<file path="src/rtl/alu_pkg.sv">
//==== alu_pkg | rev 1.0 ====================================================
//  Op codes, funct codes, FSM states and the ALUOp/funct decoder shared by the execute stage.
`default_nettype none

package alu_pkg;

  localparam logic [3:0] ALU_AND = 4'b0000;
  localparam logic [3:0] ALU_OR  = 4'b0001;
  localparam logic [3:0] ALU_ADD = 4'b0010;
  localparam logic [3:0] ALU_SUB = 4'b0110;
  localparam logic [3:0] ALU_SLT = 4'b0111;
  localparam logic [3:0] ALU_MUL = 4'b1000;
  localparam logic [3:0] ALU_DIV = 4'b1001;
  localparam logic [3:0] ALU_XOR = 4'b1010;
  localparam logic [3:0] ALU_SLL = 4'b1100;
  localparam logic [3:0] ALU_SRL = 4'b1101;

  localparam logic [5:0] F_ADD = 6'b100000;
  localparam logic [5:0] F_SUB = 6'b100010;
  localparam logic [5:0] F_AND = 6'b100100;
  localparam logic [5:0] F_OR  = 6'b100101;
  localparam logic [5:0] F_SLT = 6'b101010;
  localparam logic [5:0] F_MUL = 6'b110000;
  localparam logic [5:0] F_DIV = 6'b110001;
  localparam logic [5:0] F_XOR = 6'b100110;
  localparam logic [5:0] F_SLL = 6'b000000;
  localparam logic [5:0] F_SRL = 6'b000010;

  typedef enum logic [1:0] {
    ST_IDLE = 2'd0,
    ST_MUL  = 2'd1,
    ST_DIV  = 2'd2,
    ST_DONE = 2'd3
  } state_t;

  typedef struct packed {
    logic [3:0] op;
    logic       illegal;
  } dec_t;

  function automatic dec_t alu_decode(input logic [1:0] alu_op, input logic [5:0] funct,
                                      input logic div_en);
    dec_t d;
    d.op      = ALU_ADD;
    d.illegal = 1'b0;
    case (alu_op)
      2'b00: d.op = ALU_ADD;
      2'b01: d.op = ALU_SUB;
      2'b10: begin
        case (funct)
          F_ADD:   d.op = ALU_ADD;
          F_SUB:   d.op = ALU_SUB;
          F_AND:   d.op = ALU_AND;
          F_OR:    d.op = ALU_OR;
          F_SLT:   d.op = ALU_SLT;
          F_MUL:   d.op = ALU_MUL;
          F_XOR:   d.op = ALU_XOR;
          F_SLL:   d.op = ALU_SLL;
          F_SRL:   d.op = ALU_SRL;
          F_DIV: begin
            if (div_en) d.op = ALU_DIV;
            else        d.illegal = 1'b1;
          end
          default: d.illegal = 1'b1;
        endcase
      end
      default: d.illegal = 1'b1;
    endcase
    return d;
  endfunction

endpackage

`default_nettype wire

</file>
<file path="src/rtl/alu_iter_muldiv.sv">
//==== alu_iter_muldiv | rev 1.0 ============================================
//  WIDTH-step shift-add multiplier / restoring divider; divider only when ALU_DIV_EN is defined.
`default_nettype none

module alu_iter_muldiv #(
  parameter int WIDTH = 32
) (
  input  logic             clk,
  input  logic             rst,
  input  logic             start,
  input  logic             is_div,
  input  logic [WIDTH-1:0] a,
  input  logic [WIDTH-1:0] b,
  output logic             last,
  output logic [WIDTH-1:0] lo,
  output logic [WIDTH-1:0] hi
);

  localparam int CNT_W = $clog2(WIDTH);

  logic             busy;
  logic [CNT_W-1:0] cnt;
  logic [WIDTH-1:0] acc;
  logic [WIDTH-1:0] quo;
  logic [WIDTH-1:0] dvs;
  logic [WIDTH:0]   mul_sum;

  // lo/hi are the values after the step currently in progress
  assign mul_sum = {1'b0, acc} + (quo[0] ? {1'b0, dvs} : '0);
  assign last    = busy && (cnt == '0);

`ifdef ALU_DIV_EN
  logic           div_mode;
  logic [WIDTH:0] div_shift;
  logic [WIDTH:0] div_diff;

  assign div_shift = {acc, quo[WIDTH-1]};
  assign div_diff  = div_shift - {1'b0, dvs};

  always_comb begin
    if (div_mode) begin
      hi = div_diff[WIDTH] ? div_shift[WIDTH-1:0] : div_diff[WIDTH-1:0];
      lo = {quo[WIDTH-2:0], ~div_diff[WIDTH]};
    end else begin
      hi = mul_sum[WIDTH:1];
      lo = {mul_sum[0], quo[WIDTH-1:1]};
    end
  end

  always_ff @(posedge clk or posedge rst) begin
    if (rst)        div_mode <= 1'b0;
    else if (start) div_mode <= is_div;
  end
`else
  logic unused_is_div;
  assign unused_is_div = is_div;
  assign hi = mul_sum[WIDTH:1];
  assign lo = {mul_sum[0], quo[WIDTH-1:1]};
`endif

  always_ff @(posedge clk or posedge rst) begin
    if (rst) begin
      busy <= 1'b0;
      cnt  <= '0;
      acc  <= '0;
      quo  <= '0;
      dvs  <= '0;
    end else if (start) begin
      busy <= 1'b1;
      cnt  <= CNT_W'(WIDTH - 1);
      acc  <= '0;
      quo  <= a;
      dvs  <= b;
    end else if (busy) begin
      acc <= hi;
      quo <= lo;
      if (cnt == '0) busy <= 1'b0;
      else           cnt  <= cnt - 1'b1;
    end
  end

endmodule

`default_nettype wire

</file>
<file path="src/rtl/alu_exec_unit.sv">
//==== alu_exec_unit | rev 1.0 ==============================================
//  ALU decode + execute stage with valid/ready handshake; define ALU_DIV_EN to build the divider.
`default_nettype none

module alu_exec_unit
  import alu_pkg::*;
#(
  parameter int WIDTH   = 32,
  parameter int SHAMT_W = $clog2(WIDTH)
) (
  input  logic               clk,
  input  logic               rst,
  input  logic               in_valid,
  output logic               in_ready,
  input  logic [1:0]         alu_op,
  input  logic [5:0]         funct,
  input  logic [SHAMT_W-1:0] shamt,
  input  logic [WIDTH-1:0]   op_a,
  input  logic [WIDTH-1:0]   op_b,
  output logic               out_valid,
  input  logic               out_ready,
  output logic [WIDTH-1:0]   result,
  output logic [WIDTH-1:0]   hi,
  output logic               zero,
  output logic               mem_op,
  output logic               illegal,
  output logic               div_zero
);

`ifdef ALU_DIV_EN
  localparam logic DIV_EN = 1'b1;
`else
  localparam logic DIV_EN = 1'b0;
`endif

  state_t           state, state_nxt;
  dec_t             dec;
  logic             accept, b_zero, is_mul, is_div, eng_start, eng_last, sc_dz;
  logic [WIDTH-1:0] sc_lo, sc_hi, eng_lo, eng_hi;

  assign dec       = alu_decode(alu_op, funct, DIV_EN);
  assign in_ready  = (state == ST_IDLE) || (state == ST_DONE && out_ready);
  assign out_valid = (state == ST_DONE);
  assign accept    = in_valid && in_ready;
  assign b_zero    = (op_b == '0);
  assign is_mul    = !dec.illegal && (dec.op == ALU_MUL);
  assign is_div    = !dec.illegal && (dec.op == ALU_DIV);
  // Divide by zero never starts the engine; its fixed answer comes from the single-cycle path
  assign eng_start = accept && (is_mul || (is_div && !b_zero));

  alu_iter_muldiv #(.WIDTH(WIDTH)) u_muldiv (
    .clk    (clk),
    .rst    (rst),
    .start  (eng_start),
    .is_div (is_div),
    .a      (op_a),
    .b      (op_b),
    .last   (eng_last),
    .lo     (eng_lo),
    .hi     (eng_hi)
  );

  always_comb begin
    sc_lo = '0;
    sc_hi = '0;
    sc_dz = 1'b0;
    if (!dec.illegal) begin
      case (dec.op)
        ALU_ADD: sc_lo = op_a + op_b;
        ALU_SUB: sc_lo = op_a - op_b;
        ALU_AND: sc_lo = op_a & op_b;
        ALU_OR:  sc_lo = op_a | op_b;
        ALU_XOR: sc_lo = op_a ^ op_b;
        ALU_SLT: sc_lo = {{(WIDTH-1){1'b0}}, ($signed(op_a) < $signed(op_b))};
        ALU_SLL: sc_lo = op_b << shamt;
        ALU_SRL: sc_lo = op_b >> shamt;
`ifdef ALU_DIV_EN
        ALU_DIV: begin
          if (b_zero) begin
            sc_lo = '1;
            sc_hi = op_a;
            sc_dz = 1'b1;
          end
        end
`endif
        default: ;
      endcase
    end
  end

  always_comb begin
    state_nxt = state;
    case (state)
      ST_IDLE, ST_DONE: begin
        if (accept) begin
          if (eng_start) state_nxt = is_mul ? ST_MUL : ST_DIV;
          else           state_nxt = ST_DONE;
        end else if (state == ST_DONE && out_ready) begin
          state_nxt = ST_IDLE;
        end
      end
      ST_MUL, ST_DIV: if (eng_last) state_nxt = ST_DONE;
      default: state_nxt = ST_IDLE;
    endcase
  end

  always_ff @(posedge clk or posedge rst) begin
    if (rst) begin
      state    <= ST_IDLE;
      result   <= '0;
      hi       <= '0;
      zero     <= 1'b0;
      mem_op   <= 1'b0;
      illegal  <= 1'b0;
      div_zero <= 1'b0;
    end else begin
      state <= state_nxt;
      if (accept) begin
        result   <= sc_lo;
        hi       <= sc_hi;
        zero     <= (sc_lo == '0);
        mem_op   <= (alu_op == 2'b00);
        illegal  <= dec.illegal;
        div_zero <= sc_dz;
      end else if (eng_last) begin
        result <= eng_lo;
        hi     <= eng_hi;
        zero   <= (eng_lo == '0);
      end
    end
  end

endmodule

`default_nettype wire

</file>
<file path="config.mk">
export PLATFORM = sky130hd
export DESIGN_NAME = alu_exec_unit
export DESIGN_NICKNAME = d
export VERILOG_FILES = /design/src/rtl/alu_pkg.sv /design/src/rtl/alu_iter_muldiv.sv /design/src/rtl/alu_exec_unit.sv
export SDC_FILE = /design/constraint.sdc
export NUM_CORES = 1
export LEC_CHECK = 0
export BUFFER_PORTS_ARGS = -buffer_cell sky130_fd_sc_hd__buf_2
export CAP_MARGIN = 20
export CORE_ASPECT_RATIO = 0.7
export CORE_MARGIN = 1
export CORE_UTILIZATION = 35
export DETAILED_ROUTE_END_ITERATION = 8
export GPL_ROUTABILITY_DRIVEN = 0
export PLACE_DENSITY = 0.47
export SLEW_MARGIN = 40
export SYNTH_ARGS = -nofsm -noshare
export SYNTH_HDL_FRONTEND = slang
export SYNTH_SLANG_ARGS = --single-unit
</file>
<file path="constraint.sdc">
create_clock -name clk -period 6.5 [get_ports clk]
set_input_delay 0.65 -clock clk [delete_from_list [all_inputs] [get_ports clk]]
set_output_delay 0.65 -clock clk [all_outputs]
set_load 0.005 [all_outputs]
</file>
# Yosys cells after proc, flatten, opt, wreduce, memory -nomap -nowiden
# Index checks and enable logic that the tools add are counted.
[totals] register_bits=171 input_bits=81 output_inout_bits=70
[classes] n_reduce_logical=27 magnitude_cmp=1 n_bitwise=3 add_sub_neg=4 eq_ne=25 mux=29 n_shift=2
[op_table] op="$mux 32" count=10
[op_table] op="$pmux 32 s8" count=1
[op_table] op="$logic_not 32->1" count=3
[op_table] op="$eq 6x6->1 const B" count=7
[op_table] op="$add 32x33->33" count=1
[op_table] op="$add 32x32->32" count=1
[op_table] op="$and 32x32->32" count=1
[op_table] op="$lt 32x32->1" count=1
[op_table] op="$or 32x32->32" count=1
[op_table] op="$pmux 4 s8" count=1
[op_table] op="$shl 32x5->32" count=1
[op_table] op="$shr 32x5->32" count=1
[op_table] op="$sub 32x32->32" count=1
[op_table] op="$xor 32x32->32" count=1
[op_table] op="$eq 4x4->1 const B" count=5
[op_table] op="$mux 5" count=3
[op_table] op="$mux 2" count=5
[op_table] op="$reduce_or 9->1" count=1
[op_table] op="$eq 4x3->1 const B" count=2
[op_table] op="$pmux 4 s2" count=1
[op_table] op="$logic_and 1x1->1" count=7
[op_table] op="$eq 2x2->1 const B" count=3
[op_table] op="$eq 6x2->1 const B" count=1
[op_table] op="$logic_not 6->1" count=1
[op_table] op="other kinds (17)" count=31

# Depth between registers and ports, before layout
# Gate-level depths: netlist (run 1).
[logic_depth] depth_word=12 mapped_depth=18 mapped_depth_nobuf=15

# Modules after synthesis
# Synthesis (run 1) repeated with hierarchy kept, for this count alone.
[unflattened] cells_unflattened=2407 hier_area_um2=20171.8
[by_module_without_submodules] mod="alu_exec_unit" cells_each=1703 area_per_inst_um2=13486.7 n_inst=1 seq_area_each_um2=1726.7
[by_module_without_submodules] mod="alu_iter_muldiv" cells_each=704 area_per_inst_um2=6685.2 n_inst=1 seq_area_each_um2=2552.4

# Worst setup path before layout (run 1)
# Ideal clock, no wire load.
[synth_path] path_type="input-to-reg" start="input op_b[14]" end="register zero" slack_ns=2.598 cell_stages=14 arrival_time_ns=3.799 required_time_ns=6.396 setup_time_ns=0.104 path_cell_list="clkbuf_1 -> inv_1 -> ha_1 -> buf_2 -> a21o_1 -> or3_1 -> a221oi_1 -> o211ai_1 -> a221o_1 -> a21o_1 -> a211o_1 -> a32oi_1 -> nand4b_4 -> o41ai_2"
[synth_between] elab_chain_len=5 elab_cells_between_ends=12 classes_between="add/sub (2); order compare (1); shift (2); mux (3); bitwise (3); reduce/logical (1)"
[synth_rtl] item="from (decl)" line_no="alu_exec_unit.sv:19" rtl="input logic [WIDTH-1:0] op_b,"
[synth_rtl] item="$sub 32x32->32, or another cell as far along" line_no="alu_exec_unit.sv:70" rtl="ALU_SUB: sc_lo = op_a - op_b;"
[synth_rtl] item="$pmux 32 s8 *" line_no="alu_exec_unit.sv:68" rtl="case (dec.op)"
[synth_rtl] item="$mux 32 *" line_no="alu_exec_unit.sv:67" rtl="if (!dec.illegal) begin"
[synth_rtl] item="$logic_not 32->1 *" line_no="alu_exec_unit.sv:121" rtl="zero <= (sc_lo == '0);"
[synth_rtl] item="$mux 1 *" line_no="alu_exec_unit.sv:118" rtl="if (accept) begin"
[synth_rtl] item="to (signal assigned)" line_no="alu_exec_unit.sv:121"
[synth_rtl] item="to (signal assigned)" line_no="alu_exec_unit.sv:128" rtl="zero <= (eng_lo == '0);"
[synth_rtl] item="to (decl)" line_no="alu_exec_unit.sv:24" rtl="output logic zero,"
# Mark *: on every way between the ends. The rest lies on a longest branch, timed or not.
# A chain may end at the register's enable or synchronous reset.

# Worst setup path in the final report (run 1)
[layout_path] start="input alu_op[0]" end="register zero"
[layout_between] elab_chain_len=7 elab_cells_between_ends=18 classes_between="eq/ne (9); mux (5); reduce/logical (4)"
[layout_rtl] item="from (decl)" line_no="alu_exec_unit.sv:15" rtl="input logic [1:0] alu_op,"
[layout_rtl] item="$eq 2x2->1 / $eq 2x1->1 (equally long branches)" line_no="alu_pkg.sv:46" rtl="case (alu_op)"
[layout_rtl] item="$pmux 4 s2" line_no="alu_pkg.sv:46"
[layout_rtl] item="$eq 4x4->1, or another cell as far along" line_no="alu_exec_unit.sv:68"
[layout_rtl] item="$pmux 32 s8" line_no="alu_exec_unit.sv:68"
[layout_rtl] item="$mux 32 *" line_no="alu_exec_unit.sv:67"
[layout_rtl] item="$logic_not 32->1 *" line_no="alu_exec_unit.sv:121"
[layout_rtl] item="$mux 1 *" line_no="alu_exec_unit.sv:118"
# Marks and branches as above.

==> reports/results.env, run 1 <==
OUTCOME='finished, final reports clean'
TRITONCTS='built'
CTS_MADE_BUFFERS=17
TIMING.CRITICAL_PATH.MAX_DELAY_FAMILY='simple AND/OR/NAND/NOR gates'
CTS-RESIZED-GATES=0
ANTENNA_FOUND_INITIAL=6
CTS.HTREE.LEVELS=4
PLACE.PORT_BUFFERS=149
VIASPERCELL=6.14
PLACE_HPWL_UM=61100
YS_TYPES=101
POWER.STATIC_LEAKAGE_nW=9.04
ROWS=70
TIMING.CRITICAL_PATH.FROM_TYPE='input pin'
SYN_AREA_UM2=18600
SYNTH-ASYNC-RESET-RATIO=1.00
REGTOREGSETUPSLACK_NS=2.20
INITIAL_UTILIZATION=0.355
CRIT_TYPE='in2reg'
GLOBALROUTETOTALUTIL=0.289
CPMAXSTAGEDELAYCELL='sky130_fd_sc_hd__nand3b_1'
DETAIL-ROUTE-ANTENNA-NETS=0
SETUP.WORST_PATH.END='zero$_DFFE_PP0P_'
DRIVE_GT1_FRAC=0.149
RR_STARTPOINT='u_muldiv.quo[0]$_DFFE_PP0P_'
SW_FRAC_OF_TOTAL=0.405
CRITICAL_PATH_DEPTH=14
CP.BUFFERS_INVERTERS=2
MAX-SLEW-MARGIN-REL=0.365
CRIT-REG2REG-CAPTURE='hi[29]$_DFFE_PP0P_'
DRT-INITIAL-DRC-COUNT=2846
DIEAREA_UM2=53900
WORST_ENDPOINT_REQUIRED_TIME_NS=6.84
VDD.IR_DROP.WORST_V=0.000187
PLACE.DETAILED.INSTANCES=3032
RR_WORST_DEPTH=15
DRV.MAX_CAP_VIOLATION_COUNT=0
MIN_PERIOD_NS=4.74
CTSROOTBUFFERMASTER='sky130_fd_sc_hd__clkbuf_16'
DRT_PRE_ANTENNA_ITERS=8
HOLD_SLACK_NS=0.283
WORST_SLEW_PIN_SLEW_NS=0.938
TOTALWIRELENGTH_UM=78700
HOLD_VIOL=0
AREA_GROWTH_PCT=9.83
FINALSETUPVIOLCOUNT=0
FINALNETCOUNT=2603
ROUTE.VIAS.TOTAL=18800
SYNTH_CELLS=2326
POWER_FRAC_SEQ=0.324
CLK_LATENCY_NS=0.46
GLOBALROUTE.TOTALOVERFLOW=0
WORST_CLOCK_SKEW_NS=0.0211
SLEW_VIOL_FINAL=0
FLOORPLAN.IO_PINS=151
FP.COREAREA_UM2=52300
POWERDENSITY_nW_PER_UM2=191
CP-END-KIND='flop'
MAX-CLOCK-PATH-BUFFERS=2
FINAL-INSTANCE-COUNT-EXCL-FILL=3066
CLKSINKCOUNT=171
WORSTPATHMAXFANOUT=17
GRT_MAX_DEGREE=100
DRC=0
CRITPATHLAUNCH='alu_op[0]'
DIE_H_UM=195
CELLINTERNALPOWER_mW=2.31
ACHIEVABLE-FREQUENCY_GHz=0.211
TIMING.CRITICAL_PATH.SLOWEST_CELL_DELAY_NS=0.77
RSZ0062_AT_GRT='false'
HOLD_PATH.CLASS='in2async'
SYNTH.AVG_CELL_AREA_UM2=7.98
GRT_FIRST_PASS_WIRELENGTH_UM=118000
ROUTEDWLPERCELL_UM=25.7
YS_FF_LATCH=171
CLKPWRFRAC=0.281
POWER_SWITCHING_mW=1.58
TIMING.SETUP.TNS_NS=0
SYNTH_NETS=2562
PREVAILING_POST_SYNTH_REGISTER_CELL='sky130_fd_sc_hd__dfrtp_1'
PERIOD_SHARE=0.729
SYNTH-WARNING-COUNT=0
GRT_PASS1_VIAS=17600
CTS_SETUP_BUFFERS=0
PATH_CLK_SLEW_NS=0.08
CTS.HOLD.BUFFERS_ADDED=0
CP_CELL_SEQUENCE='buf_2, inv_1, ha_1, nor4bb_1, nand3b_1, o221ai_1, a211oi_1, o211ai_1, nor2_1, and4_1, and3_1, a41oi_1, nand4b_4, o41ai_2'
POWER_SHARE_OF_THE_COMBINATIONAL_GROUP=0.394
SYNTH-EDFF-COUNT=0
DIE_X_UM=277
SYNTH.YOSYS.SEQ_AREA_SHARE=0.231
TIMING.CRITICAL_PATH.ARRIVAL_NS=5.08
metal layers:
| layer | vias to the layer above | GRT usage | share of wire |
|---|---|---|---|
| li1 | 8542 | - | - |
| met1 | 9227 | 0.452 | 0.50 |
| met2 | 950 | 0.386 | 0.39 |
| met3 | 85 | 0.0802 | 0.10 |
| met4 | 6 | 0.0508 | 0.013 |
| met5 | - | 0 | 0.00044 |
worst min-delay path by stage:
stage | startpoint | end | slack [ns] | depth (start not counted)
2_1_floorplan | mem_op$_DFFE_PP0P_ | mem_op$_DFFE_PP0P_ | 0.47 | 2
3_3_place_gp | illegal$_DFFE_PP0P_ | illegal$_DFFE_PP0P_ | 0.46 | 2
3_5_place_dp | mem_op$_DFFE_PP0P_ | mem_op$_DFFE_PP0P_ | 0.47 | 2
4_1_cts | rst | hi[27]$_DFFE_PP0P_ | 0.34 | 2
5_1_grt | rst | hi[27]$_DFFE_PP0P_ | 0.35 | 2
6_report | rst | hi[28]$_DFFE_PP0P_ | 0.28 | 2
power by group through the flow:
stage / Sequential [mW] / Clock (mW) / Combinational [mW]
2_1_floorplan: 1.27 / 0 / 0.890
3_3_place_gp: 1.28 / 0 / 1.47
3_5_place_dp: 1.28 / 0 / 1.47
4_1_cts: 1.26 / 1.12 / 1.48
5_1_grt: 1.27 / 1.16 / 1.64
6_report: 1.26 / 1.09 / 1.53
per-stage QoR:
step	total power, mW	instance area, um2	worst slack [ns]	util
after CTS	3.86	20300	1.74	0.389
after global routing	4.07	20400	1.65	0.390
after detailed placement	2.76	19700	1.28	0.377
after floorplan	2.16	18600	1.22	-
final	3.89	20400	1.76	0.390
after global placement	2.75	19700	1.25	0.377
state kept, by name, indices dropped and copies added, names as in the netlist:
name,flops
illegal,1
hi,32
u_muldiv.quo,32
result,32
u_muldiv.acc,32
state,2
u_muldiv.cnt,5
mem_op,1
zero,1
u_muldiv.dvs,32
u_muldiv.busy,1
final cells by class:
cell class	instances	area, um2
multi-input cells	1881	13200
clock buffers	18	439
fillers	5462	31900
flip-flops and latches	171	4280
inverters	118	450
well taps	684	856
clock inverters	14	173
diodes	2	5.00
repair buffers	178	970
layout by cell type (no fill, tap or decap), types with 9 or more instances in the layout:
cell and count:
sky130_fd_sc_hd__o31ai_1 20, sky130_fd_sc_hd__nor4_1 17, sky130_fd_sc_hd__o211ai_1 21, sky130_fd_sc_hd__inv_1 114, sky130_fd_sc_hd__clkbuf_16 17, sky130_fd_sc_hd__o21ai_1 20
sky130_fd_sc_hd__dfrtp_1 170, sky130_fd_sc_hd__nand2b_1 27, sky130_fd_sc_hd__o21ai_0 134, sky130_fd_sc_hd__a221oi_1 18, sky130_fd_sc_hd__mux4_2 32, sky130_fd_sc_hd__a221o_1 13
sky130_fd_sc_hd__buf_2 148, sky130_fd_sc_hd__nor2b_1 17, sky130_fd_sc_hd__mux2i_1 121, sky130_fd_sc_hd__nand4_1 9, sky130_fd_sc_hd__a21oi_1 193, sky130_fd_sc_hd__ha_1 152
sky130_fd_sc_hd__a211oi_1 30, sky130_fd_sc_hd__nor2_1 197, sky130_fd_sc_hd__mux2_2 50, sky130_fd_sc_hd__nand3_1 39, sky130_fd_sc_hd__or2_2 11, sky130_fd_sc_hd__buf_4 29
sky130_fd_sc_hd__a21o_1 25, sky130_fd_sc_hd__o221ai_1 12, sky130_fd_sc_hd__o22ai_1 31, sky130_fd_sc_hd__nor3_1 42, sky130_fd_sc_hd__and2_1 41, sky130_fd_sc_hd__a22oi_1 9
sky130_fd_sc_hd__and3_1 27, sky130_fd_sc_hd__nand3b_1 9, sky130_fd_sc_hd__a31oi_1 41, sky130_fd_sc_hd__o21bai_1 15, sky130_fd_sc_hd__nand2_1 294, sky130_fd_sc_hd__xnor2_1 45
worst reg2reg max path, delay by kind of cell (launching register included):
kind | cells | cell delay [ns]
AO/OA/AOI/OAI | 8 | 2.23
AND/OR/NAND/NOR | 4 | 0.67
adder cells (fa/ha/maj) | 2 | 0.65
flip-flops | 1 | 0.52
XOR/XNOR | 1 | 0.15
synthesized netlist by cell type (all sizes together) (19+ instances only):
master | count | area [um2]
mux4 | 33 | 747
a31oi | 42 | 269
inv | 118 | 443
nand2 | 297 | 1120
ha | 152 | 1900
a21oi | 193 | 966
nand2b | 28 | 178
dfrtp | 171 | 4280
clkbuf | 106 | 398
and3 | 27 | 169
nand3 | 40 | 205
nor3 | 44 | 225
mux2i | 123 | 1250
xnor2 | 45 | 394
o22ai | 31 | 194
o21ai | 154 | 771
buf | 50 | 319
mux2 | 50 | 563
and2 | 45 | 282
o31ai | 23 | 178
o211ai | 21 | 158
a21o | 25 | 188
a221oi | 19 | 173
nor4 | 19 | 134
a211oi | 34 | 265
nor2 | 201 | 759
cells by family after synthesis:
| logic type | count (synthesis) | share of synthesized area |
|---|---|---|
| xor+xnor | 52 | 0.0245 |
| buf+inv | 274 | 0.0625 |
| compound gates | 688 | 0.242 |
| other cells | 1 | 0.000202 |
| simple gates | 779 | 0.197 |
| fa+ha+maj | 155 | 0.106 |
| flops | 171 | 0.231 |
| mux | 206 | 0.138 |
No activity file was read; power rests on OpenSTA's default activity.
==> run 2: changes to the inputs <==
==> constraint.sdc (replaced) <==
create_clock -name clk -period 4.9 [get_ports clk]
set_input_delay 0.49 -clock clk [delete_from_list [all_inputs] [get_ports clk]]
set_output_delay 0.49 -clock clk [all_outputs]
set_load 0.005 [all_outputs]
==> reports/results.env, run 2 (synthesis gave the netlist of run 1 again) <==
DIE_H_UM=195  # unchanged
GRT_FIRST_PASS_WIRELENGTH_UM=119000  # +0.75%
POWER.STATIC_LEAKAGE_nW=9.40  # +3.9%
HOLD_VIOL=0  # unchanged
INITIAL_UTILIZATION=0.355  # unchanged
ROUTEDWLPERCELL_UM=25.4  # -1.1%
CRIT_TYPE='reg2reg'
DRT_PRE_ANTENNA_ITERS=8  # unchanged
WORSTPATHMAXFANOUT=26  # +9
FP.COREAREA_UM2=52300  # unchanged
GRT_MAX_DEGREE=90  # -10%
DRC=0  # unchanged
FINAL-INSTANCE-COUNT-EXCL-FILL=3143  # +2.5%
GRT_PASS1_VIAS=17800  # +0.79%
ANTENNA_FOUND_INITIAL=7  # +1
REGTOREGSETUPSLACK_NS=0.61  # -1.59 ns
FINALSETUPVIOLCOUNT=0  # unchanged
CRIT-REG2REG-CAPTURE='u_muldiv.acc[30]$_DFFE_PP0P_'
FINALPOWER_mW=5.19  # +33%
TIMING.SETUP.TNS_NS=0  # unchanged
ROWS=70  # unchanged
FINALNETCOUNT=2677  # +2.8%
DETAIL-ROUTE-ANTENNA-NETS=0  # unchanged
CTSROOTBUFFERMASTER='sky130_fd_sc_hd__clkbuf_16'
LAYOUT.CELLS.MOST_COMMON_LIST='294 x sky130_fd_sc_hd__nand2_1, 199 x sky130_fd_sc_hd__nor2_1, 193 x sky130_fd_sc_hd__a21oi_1, 170 x sky130_fd_sc_hd__dfrtp_1, 152 x sky130_fd_sc_hd__ha_1'
WORST_CLOCK_SKEW_NS=0.0124  # -0.00875 ns
MIN_PERIOD_NS=4.29
CLKSINKCOUNT=171  # unchanged
MULTI_INPUT_COMB_AREA_UM2=13200  # -0.27%
AREA_GROWTH_PCT=12.9
TIMING.CRITICAL_PATH.FROM_TYPE='flop'
HOLD_PATH.CLASS='in2async'
MAX-CLOCK-PATH-BUFFERS=2  # unchanged
VIASPERCELL=6.11  # -0.45%
ACHIEVABLE-FREQUENCY_GHz=0.233
TIMING.CRITICAL_PATH.ARRIVAL_NS=4.61  # -0.47 ns
RSZ0062_AT_GRT='false'
CTS.HOLD.BUFFERS_ADDED=0  # unchanged
ROUTE.VIAS.TOTAL=19200  # +2.1%
DRIVE_GT1_FRAC=0.172  # +0.0228
CTS.HTREE.LEVELS=4  # unchanged
FINAL_CORE_UTIL=0.401  # +0.0108
FLOORPLAN.IO_PINS=151  # unchanged
CTS_MADE_BUFFERS=17  # unchanged
OUTCOME='finished, final reports clean'
CLK_LATENCY_NS=0.46  # about the same
VDD.IR_DROP.WORST_V=0.000254  # +36%
PATH_CLK_SLEW_NS=0.07  # about the same
LAYOUT_COMMONEST_CELL='sky130_fd_sc_hd__nand2_1'
SEQUENTIAL_STANDARD_CELL_AREA_UM2=4280  # unchanged
DRT-INITIAL-DRC-COUNT=2547  # -11%
GLOBALROUTE.TOTALOVERFLOW=0  # unchanged
DIE_X_UM=277  # unchanged
PLACE_HPWL_UM=63200  # +3.4%
WORST_ENDPOINT_REQUIRED_TIME_NS=5.22  # -1.62 ns
CTS_SETUP_BUFFERS=0  # unchanged
TOTALWIRELENGTH_UM=79800  # +1.4%
GLOBALROUTETOTALUTIL=0.292  # +0.00281
TRITONCTS='built'
POWERDENSITY_nW_PER_UM2=248  # +30%
NFILLCELLS=5362  # -1.8%
PERIOD_SHARE=0.875
MAX-SLEW-MARGIN-REL=0.382  # +0.0172
DRV.MAX_CAP_VIOLATION_COUNT=0  # unchanged
CP-END-KIND='flop'
CTS-RESIZED-GATES=0  # unchanged
SLEW_VIOL_FINAL=0  # unchanged
PLACE.DETAILED.INSTANCES=3106  # +2.4%
WORST_SLEW_PIN_SLEW_NS=0.926  # -0.0119 ns
RR_WORST_DEPTH=15  # unchanged
DIEAREA_UM2=53900  # unchanged
RR_STARTPOINT='u_muldiv.quo[0]$_DFFE_PP0P_'
PLACE.PORT_BUFFERS=149  # unchanged
-- run 2: changes by cell type in the layout (fill, tap and decap cells not counted), sizes merged --
cell / previous run / this run
buf: 178 / 252
clkinvlp: 0 / 2
inv: 126 / 125
diode: 2 / 5
clkinv: 4 / 3
-- run 2: worst max path at each step --
stage,start,endpoint,slack (ns)
after global routing,u_muldiv.quo[0]$_DFFE_PP0P_,u_muldiv.acc[30]$_DFFE_PP0P_,0.35
after CTS,u_muldiv.quo[0]$_DFFE_PP0P_,u_muldiv.acc[30]$_DFFE_PP0P_,0.72
after global placement,op_b[16],zero$_DFFE_PP0P_,0.30
final,u_muldiv.quo[0]$_DFFE_PP0P_,u_muldiv.acc[30]$_DFFE_PP0P_,0.61
after detailed placement,op_b[16],zero$_DFFE_PP0P_,0.25
after floorplan,op_b[14],zero$_DFFE_PP0P_,1.16
-- run 2: layout make-up --
cell class,instances,area share
Clock inverter,14,0.00765
Timing Repair Buffer,252,0.0759
Antenna cell,5,0.000597
Tap cell,684,0.0409
Sequential cell,171,0.205
Clock buffer,18,0.0205
Multi-Input combinational cell,1881,0.629
Inverter,118,0.0213
-- run 2: through the flow --
| stage | cell area (um2) | hold slack, ns | setup WS (ns) |
|---|---|---|---|
| after floorplan | 18600 | 0.470 | 1.16 |
| after global placement | 20300 | 0.459 | 0.301 |
| final | 20900 | 0.120 | 0.613 |
| after detailed placement | 20300 | 0.471 | 0.246 |
| after global routing | 20900 | 0.149 | 0.347 |
| after CTS | 20900 | 0.141 | 0.725 |
-- run 2: worst max-delay path, stage by stage, from the launching register on --
cell	delay (ns)
sky130_fd_sc_hd__dfrtp_1	0.46
sky130_fd_sc_hd__buf_4	0.29
sky130_fd_sc_hd__and2_1	0.19
sky130_fd_sc_hd__ha_1	0.28
sky130_fd_sc_hd__a21oi_1	0.32
sky130_fd_sc_hd__a21oi_1	0.11
sky130_fd_sc_hd__nor2_1	0.09
sky130_fd_sc_hd__o21ai_0	0.31
sky130_fd_sc_hd__a221oi_1	0.45
sky130_fd_sc_hd__o21ai_0	0.21
sky130_fd_sc_hd__nand3_1	0.17
sky130_fd_sc_hd__nand2_1	0.11
sky130_fd_sc_hd__a311oi_1	0.45
sky130_fd_sc_hd__a211oi_1	0.16
sky130_fd_sc_hd__xnor2_1	0.37
sky130_fd_sc_hd__o21ai_0	0.15
-- run 2: power by group --
| group | total [mW] | leakage, nW | internal [mW] | switching, mW |
|---|---|---|---|---|
| Clock | 1.42 | 0.292 | 0.766 | 0.651 |
| Sequential | 1.67 | 2.17 | 1.57 | 0.101 |
| Combinational | 2.10 | 6.93 | 0.770 | 1.33 |
-- run 2: per-layer routing --
layer	vias to the layer above	routed length [um]	share of wire	global-route usage
met5	-	37	0.00046	0
met4	6	1390	0.017	0.0644
met3	106	9800	0.12	0.107
met2	1002	31200	0.39	0.387
met1	9374	37400	0.47	0.437
li1	8708	-	-	-
